`src/rtl/uart_rx.sv`:
```
// rtl/uart_rx.sv - 8-bit UART receiver, 8N1 by default, even parity with UART_RX_PARITY_EN
module uart_rx #(
    parameter int CLKS_PER_BIT = 868
) (
    input  logic       CLK_100MHz,
    input  logic       Reset_n,
    input  logic       Rx,
    output logic [7:0] Data,
    output logic       Valid,
    output logic       FrameError,
    output logic       ParityError,
    output logic       Busy
);
    localparam int TW = $clog2(CLKS_PER_BIT);
    localparam logic [TW-1:0] HALF_LAST = TW'(CLKS_PER_BIT / 2 - 1);
    localparam logic [TW-1:0] BIT_LAST  = TW'(CLKS_PER_BIT - 1);

    typedef enum logic [2:0] {
        IDLE,
        START,
        DATA,
`ifdef UART_RX_PARITY_EN
        PARITY,
`endif
        STOP,
        WAIT_IDLE
    } state_t;

    state_t        state;
    logic          rx_meta;
    logic          rx_sync;
    logic [TW-1:0] timer;
    logic [2:0]    bit_cnt;
    logic [7:0]    shift;
`ifdef UART_RX_PARITY_EN
    logic          parity_bad;
`else
    assign ParityError = 1'b0;
`endif

    // Synchronizer idles high so reset never looks like a start edge
    always_ff @(posedge CLK_100MHz or negedge Reset_n) begin
        if (!Reset_n) begin
            rx_meta <= 1'b1;
            rx_sync <= 1'b1;
        end else begin
            rx_meta <= Rx;
            rx_sync <= rx_meta;
        end
    end

    always_ff @(posedge CLK_100MHz or negedge Reset_n) begin
        if (!Reset_n) begin
            state      <= IDLE;
            timer      <= '0;
            bit_cnt    <= '0;
            shift      <= '0;
            Data       <= '0;
            Valid      <= 1'b0;
            FrameError <= 1'b0;
            Busy       <= 1'b0;
`ifdef UART_RX_PARITY_EN
            ParityError <= 1'b0;
            parity_bad  <= 1'b0;
`endif
        end else begin
            Valid      <= 1'b0;
            FrameError <= 1'b0;
`ifdef UART_RX_PARITY_EN
            ParityError <= 1'b0;
`endif
            case (state)
                IDLE: begin
                    timer <= '0;
                    if (!rx_sync) begin
                        state   <= START;
                        bit_cnt <= '0;
                        Busy    <= 1'b1;
                    end
                end
                START: begin
                    if (timer == HALF_LAST) begin
                        timer <= '0;
                        if (rx_sync) begin
                            state <= IDLE;
                            Busy  <= 1'b0;
                        end else begin
                            state <= DATA;
                        end
                    end else begin
                        timer <= timer + 1'b1;
                    end
                end
                DATA: begin
                    if (timer == BIT_LAST) begin
                        timer   <= '0;
                        shift   <= {rx_sync, shift[7:1]};
                        bit_cnt <= bit_cnt + 3'd1;
                        if (bit_cnt == 3'd7) begin
`ifdef UART_RX_PARITY_EN
                            state <= PARITY;
`else
                            state <= STOP;
`endif
                        end
                    end else begin
                        timer <= timer + 1'b1;
                    end
                end
`ifdef UART_RX_PARITY_EN
                PARITY: begin
                    if (timer == BIT_LAST) begin
                        timer       <= '0;
                        parity_bad  <= (rx_sync != ^shift);
                        ParityError <= (rx_sync != ^shift);
                        state       <= STOP;
                    end else begin
                        timer <= timer + 1'b1;
                    end
                end
`endif
                STOP: begin
                    if (timer == BIT_LAST) begin
                        timer <= '0;
                        if (rx_sync) begin
`ifdef UART_RX_PARITY_EN
                            if (!parity_bad) begin
                                Data  <= shift;
                                Valid <= 1'b1;
                            end
`else
                            Data  <= shift;
                            Valid <= 1'b1;
`endif
                            state <= IDLE;
                            Busy  <= 1'b0;
                        end else begin
                            FrameError <= 1'b1;
                            state      <= WAIT_IDLE;
                        end
                    end else begin
                        timer <= timer + 1'b1;
                    end
                end
                // A held-low line stays here so a break reports only one error
                WAIT_IDLE: begin
                    timer <= '0;
                    if (rx_sync) begin
                        state <= IDLE;
                        Busy  <= 1'b0;
                    end
                end
                default: begin
                    state <= IDLE;
                    Busy  <= 1'b0;
                end
            endcase
        end
    end
endmodule

```
`config.mk`:
```
export PLATFORM = sky130hd
export DESIGN_NAME = uart_rx
export DESIGN_NICKNAME = d
export VERILOG_FILES = /design/src/rtl/uart_rx.sv
export SDC_FILE = /design/constraint.sdc
export NUM_CORES = 1
export LEC_CHECK = 0
export BUFFER_PORTS_ARGS = -buffer_cell sky130_fd_sc_hd__buf_2
export CORE_MARGIN = 1
export CORE_UTILIZATION = 25
export DETAILED_ROUTE_END_ITERATION = 7
export GPL_ROUTABILITY_DRIVEN = 1
export GPL_TIMING_DRIVEN = 1
export SLEW_MARGIN = 5
export SYNTH_ARGS = -nofsm -noshare
export SYNTH_HDL_FRONTEND = slang
export SYNTH_SLANG_ARGS = --single-unit
```
`constraint.sdc`:
```
create_clock -name CLK_100MHz -period 1.9 [get_ports CLK_100MHz]
set_input_delay 0.285 -clock CLK_100MHz [delete_from_list [all_inputs] [get_ports CLK_100MHz]]
set_output_delay 0.285 -clock CLK_100MHz [all_outputs]
set_load 0.02 [all_outputs]
```
==> results of run 1 <==
[worst max path at each step]
stage / to / slack, ns
after global routing: Data[6]$_DFFE_PN0P_ / 0.002
final: Data[6]$_DFFE_PN0P_ / 0.06
after floorplan: Data[0]$_DFFE_PN0P_ / 0.11
after CTS: Data[6]$_DFFE_PN0P_ / 0.05
after detailed placement: Data[7]$_DFFE_PN0P_ / 0.06
after global placement: Data[5]$_DFFE_PN0P_ / 0.12
[worst max-delay path, cell delays in order, from the launching register on]
cell and delay, ns:
dfrtp_1 0.43, ha_1 0.20, and4_4 0.25, and3_4 0.22, and3_4 0.30, mux2_4 0.32
[final cells by class]
cell class	count	area, um^2	share of cell area [%]
clock buffers	5	68.8	3.19
clock inverters	3	46.3	2.14
inverters	10	37.5	1.74
multi-input cells	101	825	38.2
flip-flops and latches	37	928	43.0
well taps	96	120	5.57
repair buffers	22	133	6.14
[registers in the layout (all words and copies together) (netlist names)]
signal / cells
shift: 8
rx_sync: 1
Busy: 1
Valid: 1
rx_meta: 1
Data: 8
timer: 10
state: 3
bit_cnt: 3
FrameError: 1
[power by group]
| part | internal [mW] | switching, mW |
|---|---|---|
| Sequential | 0.791 | 0.00211 |
| Combinational | 0.00331 | 0.0180 |
| Clock | 0.393 | 0.304 |
[repair_timing]
item / 4_1_cts / 5_1_grt
endpoints found under the setup margin: 0 / 10
endpoints found under the hold margin: 0 / 0
hold buffers: 0 / 0
buffers inserted: 0 / 0
resized for setup: 0 / 1
[cells in the final DEF, fill, tap and decap left out, drive strengths merged, types with 4 or more instances in the layout]
cell type,synthesis,routed
nand2,14,14
buf,5,22
inv,10,10
dfrtp,35,35
nor3,5,5
clkbuf,1,5
ha,4,4
and3,5,5
nor2,7,7
mux2,16,16
nand3,9,9
[kinds of logic (layout without fill, tap and decap cells)]
family          Yosys count  in the layout
compound gates           18             18
xor+xnor                  4              4
fa+ha+maj                 5              5
buf+inv                  16             40
flops                    37             37
mux                      19             19
other cells               1              1
simple gates             54             54
[layer usage]
metal	wire [um]	vias to the layer above	GRT usage, %
li1	-	599	-
met1	1720	569	14.0
met2	1430	25	14.4
met3	94	5	2.26
met4	70	0	4.92
met5	0	-	0
[through the flow]
step | area (um^2) | total power [mW] | hold slack, ns | instances
2_1_floorplan | 1840 | 0.812 | -0.0106 | 154
3_3_place_gp | 2040 | 0.831 | 0.346 | 266
3_5_place_dp | 2040 | 0.831 | 0.347 | 266
4_1_cts | 2160 | 1.53 | 0.0285 | 274
5_1_grt | 2160 | 1.57 | 0.0585 | 274
6_report | 2160 | 1.51 | 0.0159 | 274
==> impl_metrics.csv, run 1 <==
group,metric,value,unit
yosys,syn_avg_cell_area,12.0,um^2
global_route,grt_first_pass_wirelength,5890,um
timing,setup_ws,0.0595,ns
yosys,yosysSeqAreaShare,50.4,%
global_route,grt_max_degree,38,
cells_and_area,fillers,700,
yosys,synth-main-ff-cell,"dfrtp_1",
global_route,gr-total-overflow,0,
clock_tree,numCtsBuffers,5,
yosys,synth-seq-cells,37,
routing,drt_iter0_drc,55,
routing,routed_wl,3310,um
yosys,synthTopCellsByCount,"dfrtp_1 (35), mux2_4 (15), nand2_1 (13)",
yosys,synthArstFlopShare,100,%
clock_tree,clk-insertion-delay-late,0.29,ns
timing,finClkSkew,0.00754,ns
worst_setup_path,r2r_cells,5,
global_route,grt_usage,9.97,%
yosys,netlist_area,1840,um^2
timing,rsz0062_at_grt,"no",
yosys,yosys.area_share.adder,3.26,%
timing,setup_viol,0,
yosys,muxShareOfSynthArea,14.5,%
cells_and_area,nets,184,
yosys,synth_cell_types,47,
yosys,syn_inst,154,
clock_tree,cts_root_buf,"clkbuf_8",
die,die-area,7710,um^2
yosys,synth_edf_count,0,
die,start_util,26.5,%
yosys,synth_compound_area_share,7.95,%
worst_setup_path,crit_fanout,9,
run_status,outcome,"finished clean",
die,die_w,87.8,um
worst_setup_path,reg2reg_setup_slack,0.06,ns
die,ioPinCount,15,
worst_setup_path,r2r-end,"Data[6]$_DFFE_PN0P_",
pwr,power.density,700,nW/um^2
cells_and_area,final_util,31.1,%
timing,period_minus_slack,1.84,ns
clock_tree,cts_tree,"done",
yosys,synth_xor_area_share,1.90,%
die,dieHeight,87.8,um
pwr,ir_drop,0.231,mV
clock_tree,clk_pin_slew_worst_paths,0.08,ns
global_route,grt_pass1_vias,1150,
cells_and_area,drive_above_1_share,31.5,%
routing,post_drt_wl_per_cell,12.1,um
clock_tree,cts.htree.levels,2,
worst_setup_path,crit_type,"reg -> reg",
routing,first_pass_iters,7,
pwr,p_leak,1.03,nW
place,hpwlAfterDp,2360,um
timing,fmax,543,MHz
min_path,min_path_type,"in -> async",
worst_setup_path,reg2reg_from,"timer[0]$_DFFE_PN0P_",
worst_setup_path,critPathLaunchType,"register",
place,place_ws,0.0605,ns
worst_setup_path,arrival,2.02,ns
clock_tree,clockBufferDepth,2,
die,rows,30,
flow_run,cap_violations,0,
clock_tree,cts.sinks,37,
routing,vias,1198,
worst_setup_path,worst_setup_path_end_kind,"register",
routing,ant_nets,0,
yosys,synthTopCellsByArea,"dfrtp_1 (48%), mux2_4 (12%), dfstp_2 (2.9%)",
timing,finalSetupTns,0,ns
yosys,yosys.area_share.simple,16.9,%
routing,drc,0,
yosys,synth_largest_area_cell,"dfrtp_1",
die,coreArea,6940,um^2
timing,maxSlewViolCount,0,
yosys,synth_top_family_by_area,"simple AND/OR/NAND/NOR gates",
place,portBuffers,13,
worst_setup_path,cp-startpoint,"timer[0]$_DFFE_PN0P_",
timing,post-route-period-util,96.9,%
worst_setup_path,cp.required,2.08,ns
yosys,syn_nets,161,
timing,hold_viol,0,
place,gp_congestion,0.783,
routing,vias_per_cell,4.37,
yosys,netlist.area_leader.share,47.6,%
cells_and_area,syn_to_final_growth,17.3,%
yosys,yosysMostFrequentCell,"dfrtp_1",
yosys,synth_warnings,0,
global_route,antenna_found_initial,0,
cells_and_area,antenna_cells,0,
(Power assumes the default switching activity.)
==> run 2, diff against run 1 <==
Settings changed: BUFFER_PORTS_ARGS -buffer_cell sky130_fd_sc_hd__buf_2 to -buffer_cell sky130_fd_sc_hd__clkbuf_2.
==> run 2 against run 1 <==
Effect of this change: cell area is 0.52% higher; setup slack better by 0.011 ns; largest power group unchanged; cell count up 0.36%; total power shrank 0.19%; sequential share of layout area down 0.22 points; die area unchanged; via count rose by 4.7%; clock skew is 0.0023 ns lower; first-iteration DRC count up 110%; critical path depth is the same; non-clock buffer count is the same; register-to-register slack hardly changed; highest routed layer unchanged.
==> impl_metrics.csv, run 2 (synthesis results as in run 1) <==
group,metric,value,unit
run_status,outcome,"finished clean",
cells_and_area,nets,185,
cells_and_area,antenna_cells,0,
worst_setup_path,crit_path_cell_trace,"ha_1 -> and4_2 -> and3_4 -> and3_4 -> mux2_4",
min_path,min_path_type,"in -> async",
timing,setup_viol,0,
timing,finalSetupTns,0,ns
cells_and_area,fillers,701,
cells_and_area,top_register,"timer",
die,ioPinCount,15,
global_route,grt_usage,10.0,%
cells_and_area,final_util,31.2,%
die,die_w,87.8,um
die,dieHeight,87.8,um
pwr,p_leak,1.04,nW
timing,finClkSkew,0.00521,ns
die,start_util,26.5,%
worst_setup_path,slowest_stage,"dfrtp_1",
routing,post_drt_wl_per_cell,12.8,um
clock_tree,cts_root_buf,"clkbuf_8",
place,gp_congestion,0.800,
place,portBuffers,13,
timing,rsz0062_at_grt,"yes",
routing,routed_wl,3520,um
cells_and_area,largest_register_ffs,10,
worst_setup_path,cp.required,2.08,ns
routing,drc,0,
routing,first_pass_iters,4,
worst_setup_path,crit_type,"reg -> reg",
clock_tree,clockBufferDepth,2,
timing,post-route-period-util,96.3,%
cells_and_area,final_common_cell,"dfrtp_1",
routing,ant_nets,0,
timing,hold_viol,0,
clock_tree,ctsHoldBuffers,0,
clock_tree,cts.sinks,37,
worst_setup_path,crit_fanout,7,
routing,vias,1254,
routing,vias_per_cell,4.56,
die,die-area,7710,um^2
die,rows,30,
clock_tree,numCtsBuffers,5,
timing,maxSlewViolCount,0,
clock_tree,post-cts-setup-buffers,0,
place,place_ws,0.0536,ns
die,coreArea,6940,um^2
clock_tree,clk-insertion-delay-late,0.29,ns
clock_tree,cts.htree.levels,2,
clock_tree,ctsResizeCount,0,
timing,fmax,547,MHz
pwr,power.density,695,nW/um^2
clock_tree,clk_pin_slew_worst_paths,0.08,ns
global_route,grt_pass1_vias,1186,
global_route,grt_max_degree,38,
cells_and_area,drive_above_1_share,31.8,%
worst_setup_path,max_stage_delay,0.42,ns
timing,period_minus_slack,1.83,ns
worst_setup_path,worst_setup_path_end_kind,"register",
worst_setup_path,arrival,2.01,ns
clock_tree,cts_tree,"done",
global_route,gr-total-overflow,0,
flow_run,cap_violations,0,
cells_and_area,layout.cells.most_common_list,"dfrtp_1 (35), mux2_4 (15), nand2_1 (13), clkbuf_2 (13), inv_1 (10)",
worst_setup_path,cp_common_cell,"and3_4",
pwr,power,1.51,mW
global_route,antenna_found_initial,0,
cells_and_area,syn_to_final_growth,17.9,%
place,hpwlAfterDp,2410,um
worst_setup_path,critPathLaunchType,"register",
cells_and_area,reg_top3,"timer: 10 flops, Data: 8 flops, shift: 8 flops",
global_route,grt_first_pass_wirelength,5850,um
routing,drt_iter0_drc,114,
pwr,ir_drop,0.329,mV
timing,setup_ws,0.0703,ns
## run 2: final cells by class
type / count / area [um^2] / share of cell area, %
Clock inverter: 3 / 46.3 / 2.13
Tap cell: 96 / 120 / 5.54
Inverter: 10 / 37.5 / 1.73
Timing Repair Buffer: 22 / 133 / 6.11
Sequential cell: 37 / 928 / 42.8
Multi-Input combinational cell: 102 / 836 / 38.5
Clock buffer: 5 / 68.8 / 3.17
## run 2: layer usage
| layer | global-route usage [%] | vias up | share of wire, % |
|---|---|---|---|
| met5 | 0 | - | 0 |
| met4 | 6.11 | 0 | 2.4 |
| met3 | 1.89 | 9 | 3.7 |
| met2 | 13.0 | 32 | 42 |
| met1 | 15.0 | 613 | 52 |
| li1 | - | 600 | - |
## run 2: critical path: cells and delay by family (launching register included)
family / cells / cell delay (ns)
DFF: 1 / 0.42
and+or+nand+nor: 3 / 0.79
muxes: 1 / 0.31
adders and majority gates: 1 / 0.20
## run 2: power by group
| group | internal (mW) | total, mW | switching (mW) |
|---|---|---|---|
| Combinational | 0.00332 | 0.0219 | 0.0186 |
| Sequential | 0.791 | 0.793 | 0.00229 |
| Clock | 0.393 | 0.694 | 0.301 |
## run 2: stage by stage
| stage | area [um^2] | instances | hold WS (ns) |
|---|---|---|---|
| 6_report | 2170 | 275 | 0.0185 |
| 5_1_grt | 2170 | 275 | 0.0630 |
| 4_1_cts | 2160 | 274 | 0.0319 |
| 3_5_place_dp | 2040 | 266 | 0.347 |
| 3_3_place_gp | 2040 | 266 | 0.346 |
| 2_1_floorplan | 1840 | 154 | -0.0106 |
## run 2: worst paths after layout
check | start | slack [ns] | cells past startpoint | to
setup / recovery | timer[0]$_DFFE_PN0P_ | 0.07 | 5 | Data[6]$_DFFE_PN0P_
hold / removal | Reset_n | 0.02 | 2 | Data[2]$_DFFE_PN0P_
setup reg to reg | timer[0]$_DFFE_PN0P_ | 0.07 | 5 | Data[6]$_DFFE_PN0P_
hold reg to reg | rx_meta$_DFF_PN1_ | 0.36 | 0 | rx_sync$_DFF_PN1_
max in group asynchronous | Reset_n | 1.52 | 2 | rx_meta$_DFF_PN1_
min in group CLK_100MHz | Rx | 0.07 | 1 | rx_meta$_DFF_PN1_
